**src/rtl/i2c_pad_conditioner.sv**
```systemverilog
// I2C pad front end: per-line synchroniser + glitch filter, START/STOP
// detection, bus-busy tracking, clock-stretch and arbitration-loss monitor.

// Per-line conditioning: SYNC_STAGES flop synchroniser followed by a
// FILTER_LEN-sample persistence filter. Output idles high like the bus.
module i2c_line_filter #(
   parameter int SYNC_STAGES = 2,
   parameter int FILTER_LEN  = 3
) (
   input  logic clk,
   input  logic reset,
   input  logic pad_raw,
   output logic filt
);
   localparam int CNT_W = (FILTER_LEN > 1) ? $clog2(FILTER_LEN) : 1;
   localparam logic [CNT_W-1:0] CNT_LAST = CNT_W'(FILTER_LEN - 1);

   logic [SYNC_STAGES-1:0] sync_q;
   logic [CNT_W-1:0]       cnt;
   logic                   s;

   assign s = sync_q[SYNC_STAGES-1];

   // Synchroniser chain, shifts the raw pad level towards s.
   always_ff @(posedge clk) begin
      if (!reset) sync_q <= '1;
      else        sync_q <= {sync_q[SYNC_STAGES-2:0], pad_raw};
   end

   // Accept a new level only after FILTER_LEN consecutive differing samples;
   // any sample matching the current level restarts the count.
   always_ff @(posedge clk) begin
      if (!reset) begin
         filt <= 1'b1;
         cnt  <= '0;
      end else if (s == filt) begin
         cnt <= '0;
      end else if (cnt == CNT_LAST) begin
         filt <= s;
         cnt  <= '0;
      end else begin
         cnt <= cnt + 1'b1;
      end
   end
endmodule

module i2c_pad_conditioner #(
   parameter int SYNC_STAGES    = 2,
   parameter int FILTER_LEN     = 3,
   parameter int BUSFREE_CYCLES = 500
) (
   input  logic clk,
   input  logic reset,
   input  logic scl_pad_raw,
   input  logic sda_pad_raw,
   input  logic scl_padoen,
   input  logic sda_padoen,
   input  logic arb_check,
   input  logic arb_clr,
   output logic scl_i,
   output logic sda_i,
   output logic start_det,
   output logic stop_det,
   output logic bus_busy,
   output logic scl_stretch,
   output logic arb_lost
);
   localparam int NUM_LINES = 2;
   localparam int LINE_SCL  = 0;
   localparam int LINE_SDA  = 1;
   localparam int FREE_W    = $clog2(BUSFREE_CYCLES + 1);
   localparam logic [FREE_W-1:0] FREE_LAST = FREE_W'(BUSFREE_CYCLES - 1);

   typedef enum logic {S_IDLE, S_BUSY} bus_state_t;

   logic [NUM_LINES-1:0] pad_raw;
   logic [NUM_LINES-1:0] filt;
   logic                 scl_q, sda_q;
   logic                 start_c, stop_c, scl_rise, arb_set;
   logic [FREE_W-1:0]    free_cnt;
   bus_state_t           state;

   assign pad_raw[LINE_SCL] = scl_pad_raw;
   assign pad_raw[LINE_SDA] = sda_pad_raw;

   // One identical conditioner per bus line.
   for (genvar i = 0; i < NUM_LINES; i++) begin : g_line
      i2c_line_filter #(
         .SYNC_STAGES (SYNC_STAGES),
         .FILTER_LEN  (FILTER_LEN)
      ) u_line (
         .clk     (clk),
         .reset   (reset),
         .pad_raw (pad_raw[i]),
         .filt    (filt[i])
      );
   end

   assign scl_i = filt[LINE_SCL];
   assign sda_i = filt[LINE_SDA];

   // SDA edges only count while SCL is steady high, so a simultaneous
   // SCL/SDA change is never taken as START or STOP.
   assign start_c  =  sda_q & ~sda_i & scl_q & scl_i;
   assign stop_c   = ~sda_q &  sda_i & scl_q & scl_i;
   assign scl_rise = ~scl_q &  scl_i;
   assign arb_set  = scl_rise & arb_check & sda_padoen & ~sda_i & bus_busy;

   // Previous filtered levels and registered START/STOP pulses.
   always_ff @(posedge clk) begin
      if (!reset) begin
         scl_q     <= 1'b1;
         sda_q     <= 1'b1;
         start_det <= 1'b0;
         stop_det  <= 1'b0;
      end else begin
         scl_q     <= scl_i;
         sda_q     <= sda_i;
         start_det <= start_c;
         stop_det  <= stop_c;
      end
   end

   // Bus ownership FSM; the free counter recovers from a lost STOP.
   always_ff @(posedge clk) begin
      if (!reset) begin
         state    <= S_IDLE;
         bus_busy <= 1'b0;
         free_cnt <= '0;
      end else begin
         case (state)
            S_IDLE: begin
               free_cnt <= '0;
               if (start_c) begin
                  state    <= S_BUSY;
                  bus_busy <= 1'b1;
               end
            end
            S_BUSY: begin
               if (stop_c || free_cnt == FREE_LAST) begin
                  state    <= S_IDLE;
                  bus_busy <= 1'b0;
                  free_cnt <= '0;
               end else if (scl_i && sda_i) begin
                  if (free_cnt != FREE_LAST) free_cnt <= free_cnt + 1'b1;
               end else begin
                  free_cnt <= '0;
               end
            end
            default: begin
               state    <= S_IDLE;
               bus_busy <= 1'b0;
               free_cnt <= '0;
            end
         endcase
      end
   end

   // Stretch: the core let SCL go but the line is still low.
   always_ff @(posedge clk) begin
      if (!reset) scl_stretch <= 1'b0;
      else        scl_stretch <= scl_padoen & ~scl_i;
   end

   // Sticky arbitration-lost flag; a set in the clearing cycle wins.
   always_ff @(posedge clk) begin
      if (!reset) arb_lost <= 1'b0;
      else        arb_lost <= arb_set | (arb_lost & ~arb_clr);
   end
endmodule

```
**config.mk**
```make
export PLATFORM = sky130hd
export DESIGN_NAME = i2c_pad_conditioner
export DESIGN_NICKNAME = d
export VERILOG_FILES = /design/src/rtl/i2c_pad_conditioner.sv
export SDC_FILE = /design/constraint.sdc
export NUM_CORES = 1
export LEC_CHECK = 0
export ABC_AREA = 1
export BUFFER_PORTS_ARGS = -buffer_cell sky130_fd_sc_hd__buf_4
export CAP_MARGIN = 30
export CORE_MARGIN = 2
export CORE_UTILIZATION = 54
export CTS_CLUSTER_DIAMETER = 60
export DETAILED_ROUTE_END_ITERATION = 10
export GPL_ROUTABILITY_DRIVEN = 1
export HOLD_SLACK_MARGIN = 0.08
export PLACE_DENSITY = 0.72
export RECOVER_POWER = 100
export SYNTH_ARGS = -nofsm -noshare
export SYNTH_HDL_FRONTEND = slang
export SYNTH_SLANG_ARGS = --single-unit
```
**constraint.sdc**
```tcl
create_clock -name clk -period 1.4 [get_ports clk]
set_input_delay 0.07 -clock clk [delete_from_list [all_inputs] [get_ports clk]]
set_output_delay 0.07 -clock clk [all_outputs]
set_load 0.02 [all_outputs]
```
== After elaboration in Yosys (flattened, before gate mapping) ==
Cells that the tools add are included.
Widths: inputs -> output; s select.

* Eq/ne operators: 9
* Muxes and demuxes: 10
* Add/sub/neg operators: 3
* Reductions and logical operators: 7
* Bitwise gates (word level): 23

{| class="wikitable"
|+ Operators with widths
! operator !! number
|-
| $mux 9 || 3
|-
| $pmux 9 s2 || 1
|-
| $and 1x1->1 || 13
|-
| $add 9x1->9 const B || 1
|-
| $eq 9x9->1 const B || 1
|-
| $ne 9x9->1 const B || 1
|-
| $not 1->1 || 9
|-
| $reduce_and 2->1 || 3
|-
| $reduce_or 3->1 || 2
|-
| $add 2x1->2 const B || 2
|-
| $eq 2x2->1 const B || 2
|-
| $mux 1 || 4
|-
| $ne 4x3->1 const B || 1
|-
| $pmux 1 s2 || 2
|-
| $eq 1x1->1 || 2
|-
| $ne 2x1->1 const B || 1
|-
| $ne 2x2->1 const B || 1
|-
| $logic_and 1x1->1 || 1
|-
| $logic_or 1x1->1 || 1
|-
| $or 1x1->1 || 1
|}

* Logic and storage cells: 67
* Flip-flop bits (word level): 27
* Input bits: 8
* Output and inout bits: 7

== Logic depth before layout (Yosys ltp) ==
Gate-level depths: netlist (run 1).

* Depth in word-level cells: 7
* Gate-level depth with buffers: 8
* Gate-level depth less buffers: 8

== By module ==
Synthesis (run 1) repeated with hierarchy kept, for this count alone.

* Cells, all modules: 127
* Area, all modules: 1092.3 um2

{| class="wikitable"
|+ Modules (own cells, without submodules)
! module !! seq. area each (um2) !! area an instance (um2) !! cells an instance !! instances
|-
| i2c_pad_conditioner || 340.3 || 729.4 || 87 || 1
|-
| i2c_line_filter || 100.1 || 181.4 || 20 || 2
|}

== Worst setup path after synthesis (run 1) ==
Ideal clock, no wire load.

* Path kind: register to register
* Start: register free_cnt[0]
* End: register bus_busy
* Required time: 1.290 ns
* Arrival time: 1.032 ns
* Setup time: 0.110 ns
* Slack: 0.258 ns
* Stages on the path, launching flop included: 9
* Path through: dfxtp_1 -> ha_1 -> inv_1 -> nor2_1 -> nand3_1 -> nand2_1 -> nand2_1 -> nand2_1 -> nor2_1

* Word-level cells in the longest chain between the ends: 4

{| class="wikitable"
|+ Ends and longest elaborated chain
! item !! line !! text
|-
| start: declaration || 80 || <nowiki>logic [FREE_W-1:0] free_cnt;</nowiki>
|-
| start signal: assignment || 145 || <nowiki>if (free_cnt != FREE_LAST) free_cnt <= free_cnt + 1'b1;</nowiki>
|-
| $eq 9x9->1 || 140 || <nowiki>if (stop_c || free_cnt == FREE_LAST) begin</nowiki>
|-
| $logic_or 1x1->1 || 140 ||
|-
| $ne 2x1->1 (no line) || -- ||
|-
| $reduce_and 2->1 (no line) || -- ||
|-
| end signal: assignment || 136 || <nowiki>bus_busy <= 1'b1;</nowiki>
|-
| end signal: assignment || 142 || <nowiki>bus_busy <= 1'b0;</nowiki>
|-
| end signal: assignment || 152 || <nowiki>bus_busy <= 1'b0;</nowiki>
|-
| end: declaration || 64 || <nowiki>output logic bus_busy,</nowiki>
|}

No other way between the ends.
A chain may end at the register's enable or synchronous reset.

== Worst setup path in the final report (run 1) ==
* Start: register g_line[0].u_line.filt
* End: register scl_stretch

* Word-level cells in the longest chain between the ends: 2

{| class="wikitable"
|+ Ends and longest elaborated chain
! item !! line !! text
|-
| start: declaration || 13 || <nowiki>output logic filt</nowiki>
|-
| start signal: assignment || 39 || <nowiki>filt <= s;</nowiki>
|-
| $not 1->1 || 162 || <nowiki>else scl_stretch <= scl_padoen & ~scl_i;</nowiki>
|-
| $and 1x1->1 || 162 ||
|-
| end signal: assignment || 162 ||
|-
| end: declaration || 65 || <nowiki>output logic scl_stretch,</nowiki>
|}

No other way between the ends.

==> impl_metrics.csv, run 1 <==
group,metric,value,unit
yosys,yosys_register_bits,27,
critical_path,critical_path.top_delay_family,"buffers and inverters",
power,power.leakage,0.523,nW
power,power_density,905,nW/µm²
clock_network,clk_pin_slew,0.13,ns
route,drc,0,
run_status,status,"completed",
critical_path,worst_ep_arrival_time,1.51,ns
sta,maxSlewHeadroom,0.756,
clock_network,htree_levels,1,
route,detailedRoute.firstIterationViolations,9,
grt,grt_start_max_net_pins,15,
clock_network,tritoncts,"yes",
critical_path,slowest_delay,0.53,ns
critical_path,critical_path.startpoint_type,"flip-flop",
sta,final.setup.tns,0,ns
route,post_drt_via_cell_ratio,4.83,
sta,period_share,0.928,
yosys,avgSynthCellArea,8.63,µm²
critical_path,worst_path_bufs_invs,2,
clock_network,num_cts_buffers,3,
critical_path,cp-end-kind,"flip-flop",
floorplan,placement_rows,15,
final_layout,commonest_cells_after_routing_fill_and_taps_aside,"sky130_fd_sc_hd__dfxtp_1, sky130_fd_sc_hd__nor2_1, sky130_fd_sc_hd__inv_1",
critical_path,worst-path-stages,4,
final_layout,final_common_cell,"sky130_fd_sc_hd__dfxtp_1",
clock_network,clock-root-buffer,"sky130_fd_sc_hd__clkbuf_4",
placed_design,half_perimeter_wire_length_after_placement,1290,µm
critical_path,critPathMaxFanout,6,
min_path,holdCritPathClass,"reg -> reg",
route,count_of_nets_left_with_antenna_violations_after_detail_routing,0,
sta,timing_hold_violations_final,0,
power,max_ir_drop_vdd,0.893,mV
final_layout,final_layout_size_suffix_gt1_frac,0.163,
critical_path,critical_path_required,1.61,ns
floorplan,die_y,48.1,µm
grt,first_global_vias,769,
route,drt_wl_total,1730,µm
floorplan,design.core.area,1780,µm²
floorplan,count_of_boundary_i_o_pins,15,
sta,timing_worst_slew_pin_value,0.365,ns
sta,clock_skew,0.00339,ns
yosys,syn-instance-count,122,
route,dr.pass1.iters,4,
final_layout,final_cell_count_no_fill,172,
final_layout,fin_nets,159,
grt,global_route.usage.total,0.173,
sta,period_needed,1.30,ns
floorplan,die-width,48.1,µm
critical_path,timing.setup.critical_path_class,"reg -> reg",
clock_network,cts_sinks,27,
placed_design,routabilityCongestion,0.772,
min_path,min_delay_path_depth,1,
yosys,syn-cell-area,1050,µm²
critical_path,timing.critical_path.cells,"inv_1 -> nand2_1 -> nor2_1 -> dlygate4sd3_1",
critical_path,cpMaxStageDelayCell,"sky130_fd_sc_hd__dlygate4sd3_1",
sta,slew_viol_final,0,
route,vias,830,
clock_network,cts_buffer_depth,2,
final_layout,antenna_cells_inserted,0,
floorplan,initial_core_util,0.590,
grt,antenna_found_initial,0,
yosys,synth.distinct_cells,22,
critical_path,r2r.worst_path.cells,4,
final_layout,area.growth.synth_to_final,20.3,%
grt,globalRoute.totalOverflow,0,
sta,final_number_of_setup_violating_endpoints,0,
clock_network,clk-insertion-delay-late,0.31,ns
yosys,synth.net_count,133,
job,timing.max_cap.violations,0,
placed_design,port_buffers,14,
grt,grt_first_pass_wirelength,2790,µm
sta,rsz0062_at_grt,"no",
yosys,synth.yosys.seq_area_share,0.514,
route,wire_per_inst,10.0,µm
yosys,synth_warnings,0,
sta,max_clock_freq,770,MHz
placed_design,dp.cells,160,
floorplan,die_area,2320,µm²
==> per-layer routing <==
| layer | global-route usage | up-vias | part of all wire |
|---|---|---|---|
| li1 | - | 434 | - |
| met1 | 0.190 | 379 | 0.43 |
| met2 | 0.324 | 13 | 0.54 |
| met3 | 0.0333 | 4 | 0.022 |
| met4 | 0.0649 | 0 | 0.013 |
| met5 | 0 | - | 0 |
==> cell usage after synthesis <==
cell type | instances | area, µm²
sky130_fd_sc_hd__xor2_1 | 3 | 26.3
sky130_fd_sc_hd__inv_2 | 1 | 3.75
sky130_fd_sc_hd__nor2_1 | 20 | 75.1
sky130_fd_sc_hd__nand3_4 | 1 | 17.5
sky130_fd_sc_hd__dfxtp_1 | 27 | 541
sky130_fd_sc_hd__o211ai_1 | 2 | 15.0
sky130_fd_sc_hd__a21oi_1 | 6 | 30.0
sky130_fd_sc_hd__nand4_1 | 3 | 18.8
sky130_fd_sc_hd__nor3_2 | 2 | 20.0
sky130_fd_sc_hd__o21ai_0 | 2 | 10.0
sky130_fd_sc_hd__ha_1 | 3 | 37.5
sky130_fd_sc_hd__xnor2_1 | 1 | 8.76
sky130_fd_sc_hd__nand3_2 | 2 | 20.0
sky130_fd_sc_hd__nand3_1 | 4 | 20.0
sky130_fd_sc_hd__or2_2 | 5 | 31.3
sky130_fd_sc_hd__buf_2 | 1 | 5.00
sky130_fd_sc_hd__nor3b_1 | 1 | 7.51
sky130_fd_sc_hd__nand2_1 | 17 | 63.8
sky130_fd_sc_hd__inv_1 | 18 | 67.6
sky130_fd_sc_hd__nor2_4 | 1 | 11.3
sky130_fd_sc_hd__nor3_4 | 1 | 16.3
sky130_fd_sc_hd__nor2_2 | 1 | 6.26
==> where the power goes <==
group          leakage [nW]  internal [mW]  switching, mW
clock network        0.0150          0.111          0.200
registers             0.219          0.777        0.00416
logic                 0.290         0.0341         0.0209
==> kinds of logic (layout without fill, tap and decap cells) <==
group	count (synthesis)	in the layout	synth area share
adders and majority gates	3	3	0.0357
AOI/OAI and AO/OA	10	10	0.0523
xor gates and xnor gates	4	4	0.0333
DFF	27	27	0.514
and+or+nand+nor	58	58	0.293
buffers and inverters	20	45	0.0725
==> per-stage QoR <==
| stage | area [µm²] | total power [mW] | util | hold WS (ns) | setup WS (ns) |
|---|---|---|---|---|---|
| after floorplan | 1050 | 0.817 | - | 0.160 | 0.258 |
| after detailed placement | 1180 | 0.838 | 0.664 | 0.261 | 0.130 |
| after CTS | 1290 | 1.17 | 0.724 | 0.425 | 0.0857 |
| after global placement | 1180 | 0.836 | 0.664 | 0.258 | 0.203 |
| final | 1270 | 1.15 | 0.710 | 0.419 | 0.101 |
| after global routing | 1270 | 1.20 | 0.710 | 0.444 | 0.0126 |
==> registers in the layout, summed over array words and instances, names as in the netlist <==
signal,cells
bus_busy,1
arb_lost,1
free_cnt,9
scl_q,1
start_det,1
g_line.u_line.filt,2
scl_stretch,1
sda_q,1
g_line.u_line.cnt,4
g_line.u_line.sync_q,4
stop_det,1
state,1
==> final cells by class <==
type / instances / area, µm²
Clock buffer: 4 / 26.3
Fill cell: 161 / 517
Tap cell: 25 / 31.3
Inverter: 19 / 71.3
Sequential cell: 27 / 541
Multi-Input combinational cell: 75 / 438
Timing Repair Buffer: 22 / 159
==> what timing repair did <==
action / CTS / global route
buffers inserted: 0 / 0
hold endpoints to repair: 8 / 0
setup endpoints to repair: 0 / 1
resized for setup: 0 / 1
hold buffers: 8 / 0
==> final timing paths <==
path,to,startpoint,slack [ns]
worst min-delay path,g_line[0].u_line.cnt[0],g_line[0].u_line.cnt[0],0.42
worst max register to register,scl_stretch,g_line[0].u_line.filt,0.10
worst max-delay path,scl_stretch,g_line[0].u_line.filt,0.10
worst min register to register,g_line[0].u_line.cnt[0],g_line[0].u_line.cnt[0],0.42
Power figures use the tool's default switching activity.
==> inputs of run 2 (changes only) <==
CORE_UTILIZATION = 35   (was 54)
PLACE_DENSITY = 0.49   (was 0.72)
==> impl_metrics.csv, run 2 (same netlist as run 1, synthesis figures left out) <==
group,metric,value,unit
run_status,status,"completed",
power,max_ir_drop_vdd,0.497,mV
sta,finalWorstSetupSlack,0.140,ns
final_layout,largestRegisters,"free_cnt (9), g_line.u_line.cnt (4), g_line.u_line.sync_q (4)",
clock_network,cts_buffer_depth,2,
route,post_drt_via_cell_ratio,4.52,
floorplan,design.core.area,2810,µm²
route,wire_per_inst,10.1,µm
floorplan,initial_core_util,0.375,
job,timing.max_cap.violations,0,
sta,slew_viol_final,0,
sta,clock_skew,0.00691,ns
final_layout,number_of_flip_flops_in_the_largest_register,9,
grt,global_route.usage.total,0.123,
sta,rsz0062_at_grt,"no",
route,count_of_nets_left_with_antenna_violations_after_detail_routing,0,
sta,timing_hold_violations_final,0,
sta,period_needed,1.26,ns
power,power_density,933,nW/µm²
final_layout,fin_nets,159,
floorplan,count_of_boundary_i_o_pins,15,
min_path,min_delay_path_depth,1,
final_layout,final_layout_size_suffix_gt1_frac,0.163,
sta,maxSlewHeadroom,0.744,
sta,period_share,0.900,
placed_design,routabilityCongestion,0.704,
clock_network,cts_sinks,27,
final_layout,max_flop_register,"free_cnt",
clock_network,num_cts_buffers,3,
critical_path,critical_path_required,1.63,ns
min_path,holdCritPathClass,"reg -> reg",
placed_design,detailedPlace.worstSlack,0.155,ns
floorplan,placement_rows,19,
power,power.leakage,0.525,nW
final_layout,final_common_cell,"sky130_fd_sc_hd__dfxtp_1",
clock_network,clock-root-buffer,"sky130_fd_sc_hd__clkbuf_4",
grt,grt_first_pass_wirelength,3280,µm
route,dr.pass1.iters,4,
route,detailedRoute.firstIterationViolations,28,
critical_path,cp-end-kind,"flip-flop",
sta,timing_worst_slew_pin_value,0.383,ns
grt,first_global_vias,792,
critical_path,timing.setup.critical_path_class,"reg -> reg",
sta,final.setup.tns,0,ns
final_layout,antenna_cells_inserted,0,
floorplan,die_area,3460,µm²
critical_path,critPathMaxFanout,6,
route,drt_wl_total,1800,µm
grt,antenna_found_initial,0,
route,drc,0,
critical_path,r2r.worst_path.cells,4,
sta,final_number_of_setup_violating_endpoints,0,
clock_network,clk-insertion-delay-late,0.33,ns
floorplan,die-width,58.8,µm
final_layout,area.growth.synth_to_final,20.8,%
critical_path,critical_path.startpoint_type,"flip-flop",
clock_network,htree_levels,1,
floorplan,die_y,58.8,µm
power,pwr_total,1.19,mW
grt,globalRoute.totalOverflow,0,
placed_design,port_buffers,14,
critical_path,worst_ep_arrival_time,1.49,ns
sta,max_clock_freq,794,MHz
clock_network,clk_pin_slew,0.16,ns
final_layout,fillers,309,
grt,grt_start_max_net_pins,17,
route,vias,804,
final_layout,commonest_cells_after_routing_fill_and_taps_aside,"sky130_fd_sc_hd__dfxtp_1, sky130_fd_sc_hd__nor2_1, sky130_fd_sc_hd__inv_1",
clock_network,tritoncts,"yes",
placed_design,half_perimeter_wire_length_after_placement,1330,µm
==> run 2: path summary, 6_finish.rpt <==
kind	from	endpoint	slack [ns]
worst max register to register	g_line[0].u_line.filt	scl_stretch	0.14
worst max-delay path	g_line[0].u_line.filt	scl_stretch	0.14
worst min-delay path	g_line[1].u_line.cnt[0]	g_line[1].u_line.cnt[0]	0.42
worst min register to register	g_line[1].u_line.cnt[0]	g_line[1].u_line.cnt[0]	0.42
==> run 2: area by class of cell <==
class	instances	area (µm²)	share of cell area
Timing Repair Buffer	22	159	0.125
Tap cell	31	38.8	0.0305
Sequential cell	27	542	0.426
Inverter	19	71.3	0.0561
Clock buffer	3	22.5	0.0177
Multi-Input combinational cell	75	430	0.339
Clock inverter	1	7.51	0.00591
==> run 2: worst max-delay path: stages (launching register included) <==
cell and delay [ns]:
sky130_fd_sc_hd__dfxtp_2 0.41, sky130_fd_sc_hd__inv_1 0.08, sky130_fd_sc_hd__nand2_1 0.09, sky130_fd_sc_hd__nor2_1 0.04
sky130_fd_sc_hd__dlygate4sd3_1 0.54
==> run 2: power breakdown <==
part	switching, mW	leakage (nW)	internal (mW)
logic	0.0205	0.293	0.0340
registers	0.00379	0.218	0.777
clock network	0.242	0.0139	0.109
==> run 2: timing repair <==
item | CTS | global route
buffers inserted | 0 | 0
hold buffers | 8 | 0
gates resized for setup | 0 | 1
endpoints found under the hold margin | 8 | 0
setup endpoints to repair | 0 | 1
==> run 2: per-layer routing <==
metal,GRT usage,vias up,share of wire
met3,0.0198,2,0.029
met5,0,-,0
met2,0.202,7,0.45
met1,0.158,367,0.51
li1,-,428,-
met4,0.0584,0,0.010
==> run 2: metrics by stage <==
step | hold slack (ns) | cells | cell area, µm² | utilization
global route | 0.443 | 178 | 1270 | 0.453
global placement | 0.259 | 166 | 1190 | 0.425
detailed placement | 0.260 | 166 | 1190 | 0.425
floorplan | 0.160 | 122 | 1050 | -
finish | 0.424 | 178 | 1270 | 0.453
CTS | 0.428 | 178 | 1300 | 0.464
==> inputs of run 3 (changes only) <==
PLACE_DENSITY = default   (was 0.49)
==> impl_metrics.csv, run 3 (same netlist as run 1, synthesis figures left out) <==
group,metric,value,unit
grt,global_route.usage.total,0.128,
final_layout,max_flop_register,"free_cnt",
critical_path,r2r.worst_path.cells,4,
floorplan,die-width,58.8,µm
critical_path,worstReg2RegStart,"g_line[0].u_line.filt",
critical_path,critical_path.startpoint_type,"input port",
grt,busiest_layer,"met2",
final_layout,largestRegisters,"free_cnt (9), g_line.u_line.cnt (4), g_line.u_line.sync_q (4)",
power,clock_power_share,0.301,
floorplan,design.core.area,2810,µm²
critical_path,slowest_delay,0.52,ns
placed_design,port_buffers,14,
power,total_switching_power,267,µW
min_path,holdCritPathClass,"reg -> reg",
placed_design,dp.cells,166,
clock_network,clock-root-buffer,"sky130_fd_sc_hd__clkbuf_4",
clock_network,clk_pin_slew,0.15,ns
sta,max_clock_freq,803,MHz
sta,rsz0062_at_grt,"no",
grt,globalRoute.totalOverflow,0,
sta,slew_viol_final,0,
grt,grt_util_met1,0.147,
final_layout,number_of_flip_flops_in_the_largest_register,9,
floorplan,initial_core_util,0.375,
floorplan,count_of_boundary_i_o_pins,15,
power,pwr_total,1.20,mW
critical_path,critical_path.top_delay_family,"buffers and inverters",
clock_network,tritoncts,"yes",
clock_network,num_cts_buffers,3,
final_layout,multi_input_area,438,µm²
sta,timing_worst_slew_pin_value,0.361,ns
sta,final.setup.tns,0,ns
route,dr.pass1.iters,2,
final_layout,fillers,272,
sta,maxSlewHeadroom,0.759,
sta,period_share,0.889,
final_layout,antenna_cells_inserted,0,
final_layout,final_layout_size_suffix_gt1_frac,0.184,
clock_network,clk-insertion-delay-late,0.33,ns
sta,period_needed,1.25,ns
critical_path,timing.critical_path.cells,"dlygate4sd3_1 -> buf_4 -> inv_1 -> nor3_4 -> nand3_4 -> nor3_1",
critical_path,cp-end-kind,"flip-flop",
route,count_of_nets_left_with_antenna_violations_after_detail_routing,0,
power,sequentialPowerShare,0.654,
sta,final_number_of_setup_violating_endpoints,0,
critical_path,critical_path.reg2reg.endpoint,"scl_stretch",
route,drt_wl_total,1830,µm
critical_path,cpMaxStageDelayCell,"sky130_fd_sc_hd__dlygate4sd3_1",
final_layout,area.growth.synth_to_final,21.8,%
power,power.combinational.fraction,0.045,
floorplan,placement_rows,19,
grt,global_route_met2_utilization,0.229,
final_layout,post-route-util,0.457,
floorplan,die_area,3460,µm²
critical_path,worst_path_bufs_invs,3,
clock_network,htree_levels,1,
min_path,worstHoldStart,"g_line[0].u_line.cnt[0]",
final_layout,final_common_cell,"sky130_fd_sc_hd__dfxtp_1",
critical_path,timing.reg2reg.setup_slack,0.16,ns
sta,timing_hold_violations_final,0,
critical_path,critPathMaxFanout,12,
placed_design,routabilityCongestion,0.743,
critical_path,critical_path_required,1.65,ns
final_layout,seqCellArea,543,µm²
grt,use_met3,0.0484,
placed_design,half_perimeter_wire_length_after_placement,1380,µm
power,max_ir_drop_vdd,0.714,mV
final_layout,fin_nets,159,
sta,clock_skew,0.00826,ns
final_layout,final_cell_count_no_fill,178,
clock_network,cts_buffer_depth,2,
route,vias,788,
run_status,status,"completed",
route,post_drt_via_cell_ratio,4.43,
critical_path,timing.setup.critical_path_class,"in -> reg",
grt,grt_start_max_net_pins,18,
clock_network,cts_sinks,27,
grt,antenna_found_initial,0,
route,wire_per_inst,10.3,µm
grt,grt_first_pass_wirelength,3460,µm
power,power.switching_fraction,0.224,
critical_path,worst_ep_arrival_time,1.50,ns
floorplan,die_y,58.8,µm
grt,first_global_vias,840,
route,detailedRoute.firstIterationViolations,7,
power,p_int,928,µW
route,drc,0,
min_path,min_delay_path_depth,1,
min_path,hold_path_end,"g_line[0].u_line.cnt[0]",
clock_network,cts_setup_buffers,0,
final_layout,commonest_cells_after_routing_fill_and_taps_aside,"sky130_fd_sc_hd__dfxtp_1, sky130_fd_sc_hd__nor2_1, sky130_fd_sc_hd__inv_1",
power,power_density,933,nW/µm²
power,power.leakage,0.527,nW
job,timing.max_cap.violations,0,
## run 3: cell types whose count changed in the layout (fill, tap and decap cells not counted), sizes merged
cell | previous run | this run
inv | 19 | 20
clkinvlp | 1 | 0
## run 3: power groups by stage
stage	sequential, mW	clock, mW	combinational [mW]
final	0.781	0.360	0.0542
after floorplan	0.798	0	0.0195
after detailed placement	0.798	0	0.0401
after global placement	0.797	0	0.0397
after CTS	0.781	0.379	0.0557
after global routing	0.783	0.413	0.0613
## run 3: area by class of cell
cell class                      instances  area share
Multi-Input combinational cell         75       0.342
Tap cell                               31      0.0303
Clock buffer                            3      0.0176
Sequential cell                        27       0.424
Timing Repair Buffer                   22       0.124
Clock inverter                          1     0.00684
Inverter                               19      0.0557
## run 3: timing repair
| action | CTS | global route |
|---|---|---|
| endpoints found under the setup margin | 0 | 10 |
| gates resized for setup | 0 | 4 |
| hold buffers | 8 | 0 |
| endpoints found under the hold margin | 11 | 0 |
## run 3: per-layer routing
layer | part of all wire | up-vias
met2 | 0.51 | 10
met3 | 0.038 | 0
met1 | 0.45 | 351
met4 | 0 | 0
li1 | - | 427
met5 | 0 | -
## run 3: worst max-delay path by stage
| stage | slack, ns | end | depth (start not counted) | from |
|---|---|---|---|---|
| after floorplan | 0.26 | bus_busy | 8 | free_cnt[0] |
| after global placement | 0.21 | bus_busy | 8 | free_cnt[0] |
| after detailed placement | 0.13 | free_cnt[6] | 6 | free_cnt[0] |
| after CTS | 0.08 | scl_stretch | 4 | g_line[0].u_line.filt |
| after global routing | 0.03 | free_cnt[4] | 6 | reset |
| final | 0.15 | free_cnt[4] | 6 | reset |
## run 3: metrics by stage
stage / hold slack [ns] / cell area, µm² / setup WS, ns
after floorplan: 0.160 / 1050 / 0.258
after global placement: 0.258 / 1190 / 0.212
after detailed placement: 0.261 / 1190 / 0.126
after CTS: 0.436 / 1300 / 0.0815
after global routing: 0.429 / 1280 / 0.0326
final: 0.428 / 1280 / 0.155
